==> config.mk <==
export PLATFORM = sky130hd
export DESIGN_NAME = slave_fifo_ctrl
export DESIGN_NICKNAME = d
export VERILOG_FILES = /design/src/rtl/slave_fifo_ctrl.sv
export SDC_FILE = /design/constraint.sdc
export NUM_CORES = 1
export LEC_CHECK = 0
export BUFFER_PORTS_ARGS = -buffer_cell sky130_fd_sc_hd__buf_4
export CAP_MARGIN = 20
export CORE_ASPECT_RATIO = 0.75
export CORE_MARGIN = 10
export CORE_UTILIZATION = 43
export CTS_CLUSTER_SIZE = 28
export DETAILED_ROUTE_END_ITERATION = 7
export GPL_TIMING_DRIVEN = 0
export PLACE_DENSITY = 0.75
export SYNTH_ARGS = -nofsm -noshare
export SYNTH_HDL_FRONTEND = slang
export SYNTH_SLANG_ARGS = --single-unit
==> constraint.sdc <==
create_clock -name CLK -period 2 [get_ports CLK]
set_input_delay 0.4 -clock CLK [delete_from_list [all_inputs] [get_ports CLK]]
set_output_delay 0.4 -clock CLK [all_outputs]
set_load 0.005 [all_outputs]
==> src/rtl/slave_fifo_ctrl.sv <==
// Slave-side FIFO controller: arbitrates between reading a byte from the
// host->slave FIFO and writing a byte into the slave->host FIFO, sequencing
// output-enable, data settle, shift strobe and recovery phases.
// Optional build macro: SLAVE_FIFO_SYNC_EN adds 2-flop synchronizers on the
// FIFO ready flags. SETTLE_CYC, PULSE_CYC and RECOV_CYC must each be >= 1.
module slave_fifo_ctrl #(
    parameter int SETTLE_CYC = 1,
    parameter int PULSE_CYC  = 2,
    parameter int RECOV_CYC  = 2
) (
    input  logic       CLK,
    input  logic       RESET,
    input  logic       fifo_slave_dor,
    input  logic       fifo_host_dir,
    input  logic [7:0] sd_in,
    output logic [7:0] sd_out,
    output logic       sd_oe,
    output logic       slave_fifo_wnr,
    output logic       slave_fifo_oeb,
    output logic       slave_fifo_sob,
    output logic       slave_fifo_si,
    output logic [7:0] rx_data,
    output logic       rx_valid,
    input  logic       rx_ready,
    input  logic [7:0] tx_data,
    input  logic       tx_valid,
    output logic       tx_ready,
    output logic       busy
);

    localparam int MAX_SP = (SETTLE_CYC > PULSE_CYC) ? SETTLE_CYC : PULSE_CYC;
    localparam int MAX_P  = (MAX_SP > RECOV_CYC) ? MAX_SP : RECOV_CYC;
    localparam int CW     = $clog2(MAX_P + 1);

    localparam logic [CW-1:0] SETTLE_LAST = CW'(SETTLE_CYC - 1);
    localparam logic [CW-1:0] PULSE_LAST  = CW'(PULSE_CYC - 1);
    localparam logic [CW-1:0] RECOV_LAST  = CW'(RECOV_CYC - 1);

    typedef enum logic [2:0] {
        IDLE   = 3'd0,
        RD_OE  = 3'd1,
        RD_SO  = 3'd2,
        WR_SET = 3'd3,
        WR_SI  = 3'd4,
        RECOV  = 3'd5
    } state_t;

    state_t        state_r, state_nx_s;
    logic [CW-1:0] cnt_r, cnt_nx_s;
    logic          prio_wr_r;
    logic          dor_s, dir_s;
    logic          rd_elig_s, wr_elig_s;
    logic          grant_rd_s, grant_wr_s;
    logic          capture_s;
    logic          oeb_r, sob_r, si_r, sd_oe_r, wnr_r, busy_r;
    logic          rx_valid_r;
    logic [7:0]    rx_data_r, sd_out_r;

`ifdef SLAVE_FIFO_SYNC_EN
    logic [1:0] dor_sync_r, dir_sync_r;

    // Two-flop synchronizers bringing the asynchronous FIFO flags into CLK.
    always_ff @(posedge CLK) begin
        if (RESET) begin
            dor_sync_r <= 2'b00;
            dir_sync_r <= 2'b00;
        end else begin
            dor_sync_r <= {dor_sync_r[0], fifo_slave_dor};
            dir_sync_r <= {dir_sync_r[0], fifo_host_dir};
        end
    end

    assign dor_s = dor_sync_r[1];
    assign dir_s = dir_sync_r[1];
`else
    assign dor_s = fifo_slave_dor;
    assign dir_s = fifo_host_dir;
`endif

    // A read needs a free rx slot; a slot being consumed this cycle counts as free.
    assign rd_elig_s = dor_s & (~rx_valid_r | rx_ready);
    assign wr_elig_s = dir_s & tx_valid;
    assign capture_s = (state_r == RD_OE) && (cnt_r == SETTLE_LAST);

    // Arbitration in IDLE: alternate on contention, lone request always wins.
    always_comb begin
        grant_rd_s = 1'b0;
        grant_wr_s = 1'b0;
        if ((state_r == IDLE) && !RESET) begin
            if (rd_elig_s && wr_elig_s) begin
                if (prio_wr_r) begin
                    grant_wr_s = 1'b1;
                end else begin
                    grant_rd_s = 1'b1;
                end
            end else if (rd_elig_s) begin
                grant_rd_s = 1'b1;
            end else if (wr_elig_s) begin
                grant_wr_s = 1'b1;
            end else begin
                grant_rd_s = 1'b0;
            end
        end else begin
            grant_wr_s = 1'b0;
        end
    end

    // Next-state and phase counter: each phase ends when its counter hits last.
    always_comb begin
        state_nx_s = state_r;
        cnt_nx_s   = cnt_r + CW'(1);
        case (state_r)
            IDLE: begin
                cnt_nx_s = '0;
                if (grant_rd_s) begin
                    state_nx_s = RD_OE;
                end else if (grant_wr_s) begin
                    state_nx_s = WR_SET;
                end else begin
                    state_nx_s = IDLE;
                end
            end
            RD_OE: begin
                if (cnt_r == SETTLE_LAST) begin
                    state_nx_s = RD_SO;
                    cnt_nx_s   = '0;
                end else begin
                    state_nx_s = RD_OE;
                end
            end
            RD_SO: begin
                if (cnt_r == PULSE_LAST) begin
                    state_nx_s = RECOV;
                    cnt_nx_s   = '0;
                end else begin
                    state_nx_s = RD_SO;
                end
            end
            WR_SET: begin
                if (cnt_r == SETTLE_LAST) begin
                    state_nx_s = WR_SI;
                    cnt_nx_s   = '0;
                end else begin
                    state_nx_s = WR_SET;
                end
            end
            WR_SI: begin
                if (cnt_r == PULSE_LAST) begin
                    state_nx_s = RECOV;
                    cnt_nx_s   = '0;
                end else begin
                    state_nx_s = WR_SI;
                end
            end
            RECOV: begin
                if (cnt_r == RECOV_LAST) begin
                    state_nx_s = IDLE;
                    cnt_nx_s   = '0;
                end else begin
                    state_nx_s = RECOV;
                end
            end
            default: begin
                state_nx_s = IDLE;
                cnt_nx_s   = '0;
            end
        endcase
    end

    // State register plus bus controls registered from the next state, so the
    // pins change on the same edge as the state and never glitch.
    always_ff @(posedge CLK) begin
        if (RESET) begin
            state_r   <= IDLE;
            cnt_r     <= '0;
            prio_wr_r <= 1'b0;
            oeb_r     <= 1'b1;
            sob_r     <= 1'b1;
            si_r      <= 1'b0;
            sd_oe_r   <= 1'b0;
            wnr_r     <= 1'b0;
            busy_r    <= 1'b0;
        end else begin
            state_r <= state_nx_s;
            cnt_r   <= cnt_nx_s;
            if (grant_rd_s) begin
                prio_wr_r <= 1'b1;
            end else if (grant_wr_s) begin
                prio_wr_r <= 1'b0;
            end else begin
                prio_wr_r <= prio_wr_r;
            end
            oeb_r   <= ~((state_nx_s == RD_OE) || (state_nx_s == RD_SO));
            sob_r   <= ~(state_nx_s == RD_SO);
            si_r    <= (state_nx_s == WR_SI);
            // The drive stays on through the write's RECOV and drops only in IDLE.
            sd_oe_r <= (state_nx_s == WR_SET) || (sd_oe_r && (state_nx_s != IDLE));
            wnr_r   <= (state_nx_s == WR_SET) || (wnr_r && (state_nx_s != IDLE));
            busy_r  <= (state_nx_s != IDLE);
        end
    end

    // Data path: latch the tx byte on grant, capture sd_in at end of RD_OE.
    always_ff @(posedge CLK) begin
        if (RESET) begin
            sd_out_r   <= 8'h00;
            rx_data_r  <= 8'h00;
            rx_valid_r <= 1'b0;
        end else begin
            if (grant_wr_s) begin
                sd_out_r <= tx_data;
            end else begin
                sd_out_r <= sd_out_r;
            end
            if (capture_s) begin
                rx_data_r  <= sd_in;
                rx_valid_r <= 1'b1;
            end else if (rx_valid_r && rx_ready) begin
                rx_valid_r <= 1'b0;
            end else begin
                rx_valid_r <= rx_valid_r;
            end
        end
    end

    assign sd_out         = sd_out_r;
    assign sd_oe          = sd_oe_r;
    assign slave_fifo_wnr = wnr_r;
    assign slave_fifo_oeb = oeb_r;
    assign slave_fifo_sob = sob_r;
    assign slave_fifo_si  = si_r;
    assign rx_data        = rx_data_r;
    assign rx_valid       = rx_valid_r;
    assign tx_ready       = grant_wr_s;
    assign busy           = busy_r;

endmodule
## Word-level counts from Yosys, hierarchy flattened

Index checks and enable logic that the tools add are counted.

- Output and inout bits: 24
- Register bits after elaboration: 29
- Word-level logic and storage cells: 70
- Bits of input ports: 22

- Reduce and logical (&&, ||, !) cells: 17
- Add/sub/neg operators: 1
- Mux-type cells: 24
- Equal/unequal tests: 10
- Bitwise logic cells: 6

Operators with widths:

| kind | count |
|---|---|
| $pmux W3 S6 | 1 |
| $mux W1 | 14 |
| $eq A3 B2 Y1 const B | 4 |
| $mux W2 | 5 |
| $eq A3 B3 Y1 const B | 3 |
| $mux W3 | 3 |
| $eq A3 B1 Y1 const B | 2 |
| $logic_and A1 B1 Y1 | 6 |
| $pmux W2 S2 | 1 |
| $reduce_bool A2 Y1 | 2 |
| $logic_not A3 Y1 | 1 |
| $logic_or A1 B1 Y1 | 3 |
| $not A1 Y1 | 3 |
| $reduce_bool A3 Y1 | 1 |
| $reduce_or A3 Y1 | 1 |
| $add A2 B1 Y2 const B | 1 |
| $and A1 B1 Y1 | 2 |
| $eq A2 B1 Y1 const B | 1 |
| $logic_not A2 Y1 | 1 |
| $reduce_or A2 Y1 | 1 |
| $logic_not A1 Y1 | 1 |
| $or A1 B1 Y1 | 1 |

## Logic depth before layout (Yosys ltp)

Gate-level depths: netlist of run 1.

- Depth in word-level cells: 12
- Depth in mapped cells: 7
- Gate-level depth less buffers: 7

## Worst setup path after synthesis of run 1

No wires, ideal clock.

- Path kind: register -> register
- From: register state_r[1]
- To: register sob_r (netlist: slave_fifo_sob)
- Data required time: 1.873 ns
- Clock period less this slack: 2.104 ns
- Library setup time: 0.127 ns
- Path buffers: 2
- Stages on the path, launching flop included: 8
- Setup slack: -0.104 ns
- Arrival time: 1.977 ns
- Path through: dfxtp_1 buf_6 or4_4 a311oi_2 buf_6 o21bai_4 nand2b_2 or3_1

- Longest elaborated chain between the ends: 8
- Elaborated cells on any way between the ends: 14
- Those cells by class: eq/ne (6); mux (5); bitwise (1); reduce/logical (2)

RTL lines:

| item | line | RTL |
|---|---|---|
| start, declared | 48 | `state_t state_r, state_nx_s;` |
| start signal, assigned | 184 | `state_r <= state_nx_s;` |
| $logic_not A3 Y1 | 89 | `if ((state_r == IDLE) && !RESET) begin` |
| $logic_and A1 B1 Y1 | 89 |  |
| $mux W1 | 89 |  |
| via tx_ready | 27 | `output logic tx_ready,` |
| $mux W2 | 117 | `end else if (grant_wr_s) begin` |
| $mux W2 | 115 | `if (grant_rd_s) begin` |
| $pmux W3 S6 | 112 | `case (state_r)` |
| $eq A3 B2 Y1 | 194 | `sob_r <= ~(state_nx_s == RD_SO);` |
| $not A1 Y1 | 194 |  |
| end signal, assigned | 194 |  |
| end, declared | 55 | `logic oeb_r, sob_r, si_r, sd_oe_r, wnr_r, busy_r;` |

The timed path passes the listed nets, and every way through them passes these cells.
A chain may end at the register's enable or synchronous reset.

## Worst setup path in the final report of run 1

- From: register state_r[0]
- To: output tx_ready

- Longest elaborated chain between the ends: 3

RTL lines:

| item | line |
|---|---|
| $logic_not A3 Y1 | 89 |
| $logic_and A1 B1 Y1 | 89 |
| $mux W1 | 89 |
| end, declared | 27 |

Every way passes these cells.

==> results list, run 1 <==
- Max-slew violations: 0
* Final setup violation count: 0
- Setup slack on the worst flop-to-flop path: 60 ps
* Endpoint of the most critical register-to-register path: slave_fifo_oeb$_SDFF_PP1_
- The floorplan step set the die height to 66.3 um.
- The path class of the tightest hold or removal check is primary input to register.
- STA puts the critical path data arrival time at 1600 ps.
- Total inserted antenna cells: 0
- Initial antenna violation count: 0
* Number of nets in the synthesized netlist: 160
- The run finished with clean final reports.
* Max-cap violations: 0
- Counting flops with a built-in enable in the synthesized netlist gives 0.
* Startpoint of the most critical register-to-register path: state_r[0]$_SDFF_PP0_
* Worst setup EP type: primary output
- Area growth syn-to-layout: 42.9%
* Most frequent cells after synthesis: sky130_fd_sc_hd__dfxtp_1 (29), sky130_fd_sc_hd__nand2_1 (22), sky130_fd_sc_hd__a21oi_1 (13), sky130_fd_sc_hd__nor2_1 (13), sky130_fd_sc_hd__mux2i_1 (8)
- The cell count after synthesis came out at 135.
- Sequential cell fraction of total power: 0.448
- For the worst setup path, the data required time is about 1600 ps.
- The analysis attributes to net switching a power of ~360 uW.
- Flop and latch count out of synthesis: 29
- Initial DRT Pass Iterations: 4
- RD Place Congestion: between 0.8 and 0.9
* Core area: 2660 um2
* Gate power share: 0.181
- Total DRC errors in the routed layout: 0
- Cell internal power was estimated by the tool at 1070 uW.
- In this run the remaining antenna-violating nets after routing total 0.
- Vias after detailed routing: 1108
* Synthesized cell area: between 1000 and 1500 um2
- Termination of the worst setup path: tx_ready
* Register area share after synthesis: 0.473
* Type of the worst setup path: register to primary output
* Worst-case clock skew: 5.43 ps
* Clock Sinks: 29
- Global route overflow: 0
- Synthesis instantiated 29 different standard cells from the library.
- The most common cell in the synthesized netlist is sky130_fd_sc_hd__dfxtp_1.
- At the pin with the least slew margin, the transition time is 881 ps.
- Synthesis warning total: 0
- Number of rows created at floorplan: 16
- Summed over all failing endpoints, the final setup total negative slack is 0 ps.
- Clock insertion delay at the later pin of the skew report: 280 ps
- Die Area: between 5000 and 6000 um2
- Final count of hold timing violations: 0
* Main area contributors after synthesis: sky130_fd_sc_hd__dfxtp_1 (47%), sky130_fd_sc_hd__nand2_1 (6.7%), sky130_fd_sc_hd__mux2i_1 (6.5%)
* Area leader, netlist: sky130_fd_sc_hd__dfxtp_1
- In this run, the number of DRC markers left after iteration 0 of detailed routing was 56.
- Reported leakage power: 0.000748 uW
- Sw Share: 0.250
* TritonCTS clock tree: done
- Hold buffer count at cts: 0
- Tracing the worst setup path back leads to its startpoint at state_r[0]$_SDFF_PP0_.
* Total clock buffers created by CTS: 5
* Bufs on Longest Clock Path: 2
* Post-route worst hold slack: 355 ps
* IR drop worst, VDD: 455 uV
- The final layout contains routed wiring with a total length of roughly 3200 um.
* Ratio of cells with drive above 1 in the final layout: 0.375
- Vias in the first global route: approximately 1200
- Of the total power, the clock network draws 0.371.
- Maximum number of pins on one net before global-route repair: 11
- Pin placement for this block handled 46 I/O pins.
- Highest fanout seen on the critical path: 3
* Average wire length per cell after detail routing: between 10 and 15 um
- CTS placed an instance of sky130_fd_sc_hd__clkbuf_8 at the clock tree root.
- Port Buf Inserts: 45
- The worst setup path is launched from a register.
* Die extent in x: 81.7 um
* Commonest register cell after synthesis: sky130_fd_sc_hd__dfxtp_1
- Clock-pin slew was measured on the worst setup and hold paths at 60 ps.
* Share of flip-flops with an asynchronous set or reset: 0
* GRT Resource Usage Total: 0.123
- Of the post-synthesis cell area, the dominant cell type holds 0.473.
- Post-detail-place hpwl: around 2500 um
* Post-layout nets: 216
- Ratio of total power to cell area: between 800 and 900 nW/um2
- Worst slew margin relative to its limit: 0.408
- After filler insertion, the fill cell instance count of the layout stands at 225.
* Maximum clock rate: 0.500 GHz
* R2R depth: 5
* Maximum level of the CTS H-tree: 2
- Effective utilization at floorplan: 0.461
* Setup repair after global routing missed its margin: yes
- Crit share post-route: 0.999
* Wire length of the first global-routing pass: 5200 um
- Ratio of routed vias to standard cells: 4.86
- Post-synthesis average cell area: 9.09 um2
- Period minus WS final: 2000 ps
## per-layer routing
metal  routed length (um)  part of all wire  GRT usage  up-vias
met5                    0                 0          0        -
met4                   42             0.013     0.0508        0
met3                  279             0.088     0.0639        7
met2                 1570              0.49      0.206       29
met1                 1280              0.40      0.129      506
li1                     -                 -          -      566
## area by class of cell
type	count	area, um2	share of cell area
tap	36	45.0	0.0257
sequential	29	587	0.335
clock inverter	1	5.00	0.00285
buffer	6	31.3	0.0178
inverter	6	22.5	0.0128
multi-input combinational	92	581	0.331
timing repair buffer	51	387	0.220
clock buffer	7	96.3	0.0549
## cell families after synthesis
| group | Yosys count | share of synthesized area |
|---|---|---|
| AO/OA/AOI/OAI | 25 | 0.137 |
| XOR/XNOR | 1 | 0.00714 |
| adder cells (fa/ha/maj) | 3 | 0.0306 |
| buffers and inverters | 14 | 0.0622 |
| flip-flops | 29 | 0.473 |
| multiplexers | 10 | 0.0836 |
| AND/OR/NAND/NOR | 53 | 0.207 |
## flip-flops by register name (all words and copies together) (netlist names)
signal          flops
rx_data             8
sd_out              8
state_r             3
cnt_r               2
busy                1
prio_wr_r           1
rx_valid            1
sd_oe               1
slave_fifo_oeb      1
slave_fifo_si       1
slave_fifo_sob      1
slave_fifo_wnr      1
## how the worst min path moves through the flow
stage | start | end | slack (ps) | cells after the start
6_report | tx_data[4] | sd_out[4]$_SDFFE_PP0N_ | 360 | 3
3_5_place_dp | rx_data[3]$_SDFFE_PP0P_ | rx_data[3]$_SDFFE_PP0P_ | 450 | 2
4_1_cts | tx_data[4] | sd_out[4]$_SDFFE_PP0N_ | 350 | 3
5_1_grt | tx_data[4] | sd_out[4]$_SDFFE_PP0N_ | 370 | 3
3_3_place_gp | rx_data[4]$_SDFFE_PP0P_ | rx_data[4]$_SDFFE_PP0P_ | 440 | 2
2_1_floorplan | rx_data[0]$_SDFFE_PP0P_ | rx_data[0]$_SDFFE_PP0P_ | 450 | 2
## cells in the final DEF (no fill, tap or decap), drive strengths merged, types with 3 or more instances in the layout
cell and count:
nor2 13, buf 53, a21oi 13, ha 3, nor3 3, nand2 22, inv 6, o21ai 4
dfxtp 29, clkbuf 11, nor2b 3, or3 4, mux2i 8
## worst max-delay path: stages, from the launching register on
cell	delay [ps]
sky130_fd_sc_hd__dfxtp_4	340
sky130_fd_sc_hd__or4_4	510
sky130_fd_sc_hd__a311oi_2	230
sky130_fd_sc_hd__buf_6	150
sky130_fd_sc_hd__buf_6	90
## through the flow
stage          setup slack (ps)  std cells  instance area (um2)  total power (uW)   util
2_1_floorplan              16.2        135                 1230               789      -
3_3_place_gp               -209        216                 1620               889  0.607
3_5_place_dp               -211        216                 1620               898  0.607
4_1_cts                   -82.4        228                 1750              1430  0.657
5_1_grt                   -59.6        228                 1750              1490  0.659
6_report                   1.55        228                 1750              1420  0.659
## power by group through the flow
stage	Sequential, uW	Combinational [uW]	Clock [uW]
floorplan	645	144	0
global placement	641	247	0
detailed placement	644	255	0
CTS	631	262	539
global route	642	286	566
finish	637	258	528
## repair_timing
action	CTS	global route
endpoints found under the setup margin	5	13
gates resized for setup	3	4
hold endpoints to repair	0	0
buffers inserted	5	1
pin swaps	2	4
(Power assumes the default switching activity.)
==> run 2: changes to the inputs <==
Settings changed: CORE_UTILIZATION 43 to 45, CTS_BUF_LIST set to sky130_fd_sc_hd__clkbuf_16, GPL_TIMING_DRIVEN 0 to unset.
Clock period 2 ns to 2.25 ns, I/O delays scaled along.
==> run 2 against run 1 <==
Net effect:
- register-to-register slack gained 100 ps
- critical path depth unchanged
- setup slack gained 60 ps
- sequential cell count unchanged
- wire length down 0.79%
==> results list, run 2 (same netlist as run 1, synthesis figures left out) <==
* Reported leakage power: 0.000767 uW (+2.5%)
* Highest fanout seen on the critical path: 9 (+6)
- Vertical die dimension: 65.2 um (-1.6%)
* Commonest non-fill, non-tap cells in the layout: sky130_fd_sc_hd__buf_4 (51), sky130_fd_sc_hd__dfxtp_1 (29), sky130_fd_sc_hd__nand2_1 (22)
* Initial antenna violation count: 0 (unchanged)
- STA classifies the critical path endpoint as a primary output.
- Wire length of the first global-routing pass: 5230 um (+0.67%)
- Data arrival time of the critical path: 1740 ps (+140 ps)
- The mean routed wirelength per cell was 14.1 um (+1.4%).
- CP startpoint: state_r[1]$_SDFF_PP0_
* Type of the worst setup path: register to primary output
- Area growth syn-to-layout: 45.6%
- Ratio of routed vias to standard cells: 4.89 (+0.58%)
* Maximum level of the CTS H-tree: 2 (unchanged)
- The standard-cell row count came to 16 (unchanged).
- The number of design rule violations left after detail routing came to 0 (unchanged).
- Die extent in x: 80.3 um (-1.7%)
* Clock insertion delay at the later pin of the skew report: 270 ps (about the same)
* Max-slew violations: 0 (unchanged)
- CTS clk-pin slew, worst paths: 50 ps (about the same)
- The initial core utilization came to 0.472 (+0.0106).
* Worst-case setup slack after placement: 121 ps (+332 ps)
* Io pins: 46 (unchanged)
- The number of max-capacitance violations reported was 0 (unchanged).
- Total power: 1520 uW (+6.6%)
- The worst hold path begins at tx_data[3].
- Result of the run: finished clean
- Global route overflow: 0 (unchanged)
* Worst-case clock skew: 3.59 ps (-1.84 ps)
- Post-detail-place hpwl: 2410 um (-3.0%)
* Total clock buffers created by CTS: 5 (unchanged)
- Most common cell after layout, fill and taps aside: sky130_fd_sc_hd__buf_4
- Total inserted antenna cells: 0 (unchanged)
* Final Routed Wirelength: 3150 um (-0.79%)
* Port Buf Inserts: 45 (unchanged)
* Final setup violation count: 0 (unchanged)
- The critical path data required time is 1800 ps (+200 ps).
- Crit share post-route: 0.973
- The die footprint came to 5240 um2 (-3.2%).
- Period minus WS final: 2190 ps
* Detailed Route Iter0 Violations: 28 (-50%)
- The first-pass detailed-route iteration total is 4 (unchanged).
- IR drop worst, VDD: 489 uV (+7.5%)
* Ratio of total power to cell area: 848 nW/um2 (+4.6%)
- The slew at the pin with the worst max-slew slack was 473 ps (-408 ps).
* Post-layout nets: 211 (-2.3%)
- The final count of hold timing violations was 0 (unchanged).
* Maximum number of pins on one net before global-route repair: 29 (+18)
- STA classifies the critical path startpoint as a register.
- The area of the core is 2600 um2 (-2.3%).
- The min-delay analysis places its worst path in the category primary input to register.
- The headroom to the max-slew limit came to 0.683 (+0.275).
- The final design area excluding fillers came to 1790 um2 (+1.9%).
* Vias in the first global route: 1128 (-2.7%)
- Bufs on Longest Clock Path: 2 (unchanged)
* Remaining antenna violation count after routing: 0 (unchanged)
- In this run the critical register-to-register path is launched from state_r[1]$_SDFF_PP0_.
- Maximum clock rate: 0.457 GHz
* RD Place Congestion: 0.757 (-6.1%)
- The post-layout worst setup margin is 61.5 ps (+59.9 ps).
- The total routing resource utilization after global routing was 0.127 (+0.00341).
- The root buffer cell chosen for the clock tree is sky130_fd_sc_hd__clkbuf_16.
- Ratio of cells with drive above 1 in the final layout: 0.342 (-0.0328)
- TritonCTS clock tree: done
* Dpl cell area: 1590 um2 (-1.3%)
- Post-route worst hold slack: 415 ps (+60.1 ps)
- Vias after detailed routing: 1090 (-1.6%)
* Clock Sinks: 29 (unchanged)
[run 2: changes by cell type in the layout (fill, tap and decap cells not counted), moves of 3 or more]
cell,change
sky130_fd_sc_hd__clkbuf_8,-7
sky130_fd_sc_hd__clkbuf_16,+5
sky130_fd_sc_hd__clkbuf_1,-4
sky130_fd_sc_hd__dfxtp_1,+3
[run 2: layout make-up]
class,count,area [um2]
tap,36,45.0
timing repair buffer,52,394
clock buffer,5,125
clock inverter,3,37.5
multi-input combinational,92,582
sequential,29,581
fill,224,816
inverter,6,22.5
[run 2: final timing paths]
path	endpoint	slack (ps)	cells after the start
min reg2reg	rx_data[4]$_SDFFE_PP0P_	450	2
max reg2reg	slave_fifo_sob$_SDFF_PP1_	160	6
max	tx_ready	60	4
min	sd_out[3]$_SDFFE_PP0N_	420	3
[run 2: critical path: stages (launching register included)]
cell                       delay (ps)
sky130_fd_sc_hd__dfxtp_1          370
sky130_fd_sc_hd__or4_4            590
sky130_fd_sc_hd__a311oi_4         260
sky130_fd_sc_hd__buf_6            150
sky130_fd_sc_hd__buf_4            100
[run 2: through the flow]
stage | cells | TNS (ps) | utilization
global placement | 213 | 0 | 0.613
floorplan | 135 | 0 | -
CTS | 222 | 0 | 0.679
finish | 223 | 0 | 0.687
detailed placement | 213 | 0 | 0.613
global route | 223 | -5.26 | 0.687
[run 2: what timing repair did]
| action | in CTS | in global routing |
|---|---|---|
| endpoints found under the hold margin | 0 | 0 |
| hold buffers | 0 | 0 |
| buffers inserted | 1 | 1 |
| endpoints found under the setup margin | 1 | 1 |
| resized for setup | 1 | 1 |
| pin swaps | 0 | 1 |
[run 2: per-layer routing]
metal	part of all wire	track usage
met1	0.38	0.123
met2	0.53	0.217
met3	0.086	0.0747
met4	0.011	0.0526
met5	0	0
[run 2: power by group]
| part | switching (uW) | internal (uW) |
|---|---|---|
| logic | 102 | 117 |
| registers | 18.9 | 548 |
| clock network | 218 | 512 |
| total | 338 | 1180 |
==> run 3: changes to the inputs <==
Settings changed: CTS_BUF_LIST sky130_fd_sc_hd__clkbuf_16 to unset.
==> run 3 against run 2 <==
Net effect:
- core utilization down 2.7 points
- sequential power about the same
- wire length down 1.4%
- sequential share of layout area up 1.5 points
- via count down 1.0%
- power down 19%
- largest cell class is now sequential cells
- highest routed layer unchanged
==> results list, run 3 (same netlist as run 1, synthesis figures left out) <==
* Final setup violation count: 0 (unchanged)
* Final Routed Wirelength: 3110 um (-1.4%)
- Vias after detailed routing: 1079 (-1.0%)
- Maximum clock rate: 0.456 GHz (-0.20%)
* Crit share post-route: 0.975 (+0.00198)
* Max-slew violations: 0 (unchanged)
- The number of nets in the layout was 211 (unchanged).
- RD Place Congestion: 0.757 (unchanged)
* Period minus WS final: 2190 ps (+4.44 ps)
- The total routing resource utilization after global routing came to 0.123 (-0.00400).
* Remaining antenna violation count after routing: 0 (unchanged)
- Vias in the first global route: 1126 (-0.18%)
- Total DRC errors in the routed layout: 0 (unchanged)
- The setup path with the least slack is of type register to primary output.
* Post-detail-place hpwl: 2410 um (unchanged)
- The worst hold path belongs to the class primary input to register.
* Die extent in x: 80.3 um (unchanged)
* Port Buf Inserts: 45 (unchanged)
- The number of max-capacitance violations reported was 0 (unchanged).
* Total power: 1230 uW (-19%)
- The clock transition time at the flip-flop clock pins of the worst setup and hold paths was 100 ps (+50 ps).
* Post-route worst hold slack: 352 ps (-63.2 ps)
* Worst setup EP type: primary output
* Final Core Density: 0.659 (-0.0274)
- The initial core utilization was 0.472 (unchanged).
- The clock latency at the later pin of the worst-skew pair is 330 ps (+60 ps).
- Maximum number of pins on one net before global-route repair: 29 (unchanged)
- TritonCTS built the clock tree.
- Maximum level of the CTS H-tree: 2 (unchanged)
- The mean routed wirelength per cell came to 13.9 um (-1.4%).
* Number of non-filler instances in the completed layout: 223 (unchanged)
- Ratio of routed vias to standard cells: 4.84 (-1.0%)
- STA classifies the critical path startpoint as a register.
* Final count of hold timing violations: 0 (unchanged)
- The final setup TNS was 0 ps (unchanged).
- Io pins: 46 (unchanged)
- The critical-path maximum fanout was 4 (-5).
- The library cells used most frequently in the layout, excluding fill and tap cells, are sky130_fd_sc_hd__buf_4 (50), sky130_fd_sc_hd__dfxtp_1 (27), sky130_fd_sc_hd__nand2_1 (22).
- The root buffer cell chosen for the clock tree is sky130_fd_sc_hd__clkbuf_4.
- Initial DRT Pass Iterations: 4 (unchanged)
- The instance count after placement with tap cells included was 213 (unchanged).
- Transition time at the pin with the least slew margin: 514 ps (+40.7 ps)
- The worst vdd rail ir drop came to 489 uV (about the same).
* Total clock buffers created by CTS: 5 (unchanged)
- Initial antenna violation count: 0 (unchanged)
* Die Area: 5240 um2 (unchanged)
- Vertical die dimension: 65.2 um (unchanged)
* Total inserted antenna cells: 0 (unchanged)
* Worst-case clock skew: 10.1 ps (+6.47 ps)
- Data arrival time of the critical path: 1740 ps (about the same)
* Ratio of total power to cell area: 716 nW/um2 (-16%)
* Hold buffer count at cts: 0 (unchanged)
* Result of the run: finished clean
- The standard-cell row count is 16 (unchanged).
- The initial detailed-routing violation count came to 29 (+3.6%).
- The remaining global-route overflow came to 0 (unchanged).
* Clock Sinks: 29 (unchanged)
- The critical path data required time is 1800 ps (about the same).
* Most common cell after layout, fill and taps aside: sky130_fd_sc_hd__buf_4
- The headroom to the max-slew limit is 0.656 (-0.0273).
- The area of the core is 2600 um2 (unchanged).
- Relative to the synthesized area, the layout overhead comes to 39.8%.
- The leakage dissipation came to 0.000731 uW (-4.7%).
* Setup repair after global routing missed its margin: yes
- Ratio of cells with drive above 1 in the final layout: 0.358 (+0.0160)
- The global-route wire length before repair came to 5130 um (-2.0%).
* Bufs on Longest Clock Path: 2 (unchanged)
-- run 3: worst paths after layout --
path | from | endpoint | slack (ps) | cells past startpoint
max | state_r[0]$_SDFF_PP0_ | tx_ready | 60 | 4
min reg2reg | rx_data[4]$_SDFFE_PP0P_ | rx_data[4]$_SDFFE_PP0P_ | 460 | 2
min | tx_data[3] | sd_out[3]$_SDFFE_PP0N_ | 350 | 3
max reg2reg | state_r[0]$_SDFF_PP0_ | slave_fifo_sob$_SDFF_PP1_ | 220 | 6
-- run 3: stage by stage --
step | worst slack [ps] | cell area, um2
final | 57.0 | 1720
after global routing | -14.5 | 1720
after CTS | 28.4 | 1700
after detailed placement | 121 | 1590
after global placement | 123 | 1590
after floorplan | 146 | 1230
-- run 3: cell type report --
| cell class | count | area (um2) |
|---|---|---|
| clock inverter | 1 | 30.0 |
| tap | 36 | 45.0 |
| inverter | 6 | 22.5 |
| sequential | 29 | 583 |
| fill | 228 | 887 |
| timing repair buffer | 52 | 398 |
| multi-input combinational | 92 | 582 |
| clock buffer | 7 | 55.1 |
-- run 3: per-layer routing --
layer / GRT usage / wire (um)
met5: 0 / 0
met3: 0.0625 / 261
met1: 0.121 / 1220
met2: 0.211 / 1580
met4: 0.0592 / 52
-- run 3: critical path, stage by stage (launching register included) --
cell and delay [ps]:
sky130_fd_sc_hd__dfxtp_2 330, sky130_fd_sc_hd__or4_4 550, sky130_fd_sc_hd__a311oi_4 310, sky130_fd_sc_hd__buf_6 150, sky130_fd_sc_hd__buf_6 80
-- run 3: power by group --
group,switching [uW],internal (uW)
Combinational,101,117
Clock,179,265
Sequential,19.0,547
Total,299,929
-- run 3: timing repair --
action	in CTS	in global routing
endpoints found under the setup margin	1	1
buffers inserted	2	0
hold endpoints to repair	0	0
gates resized for setup	2	3
gates cloned	0	0
pin swaps	1	2
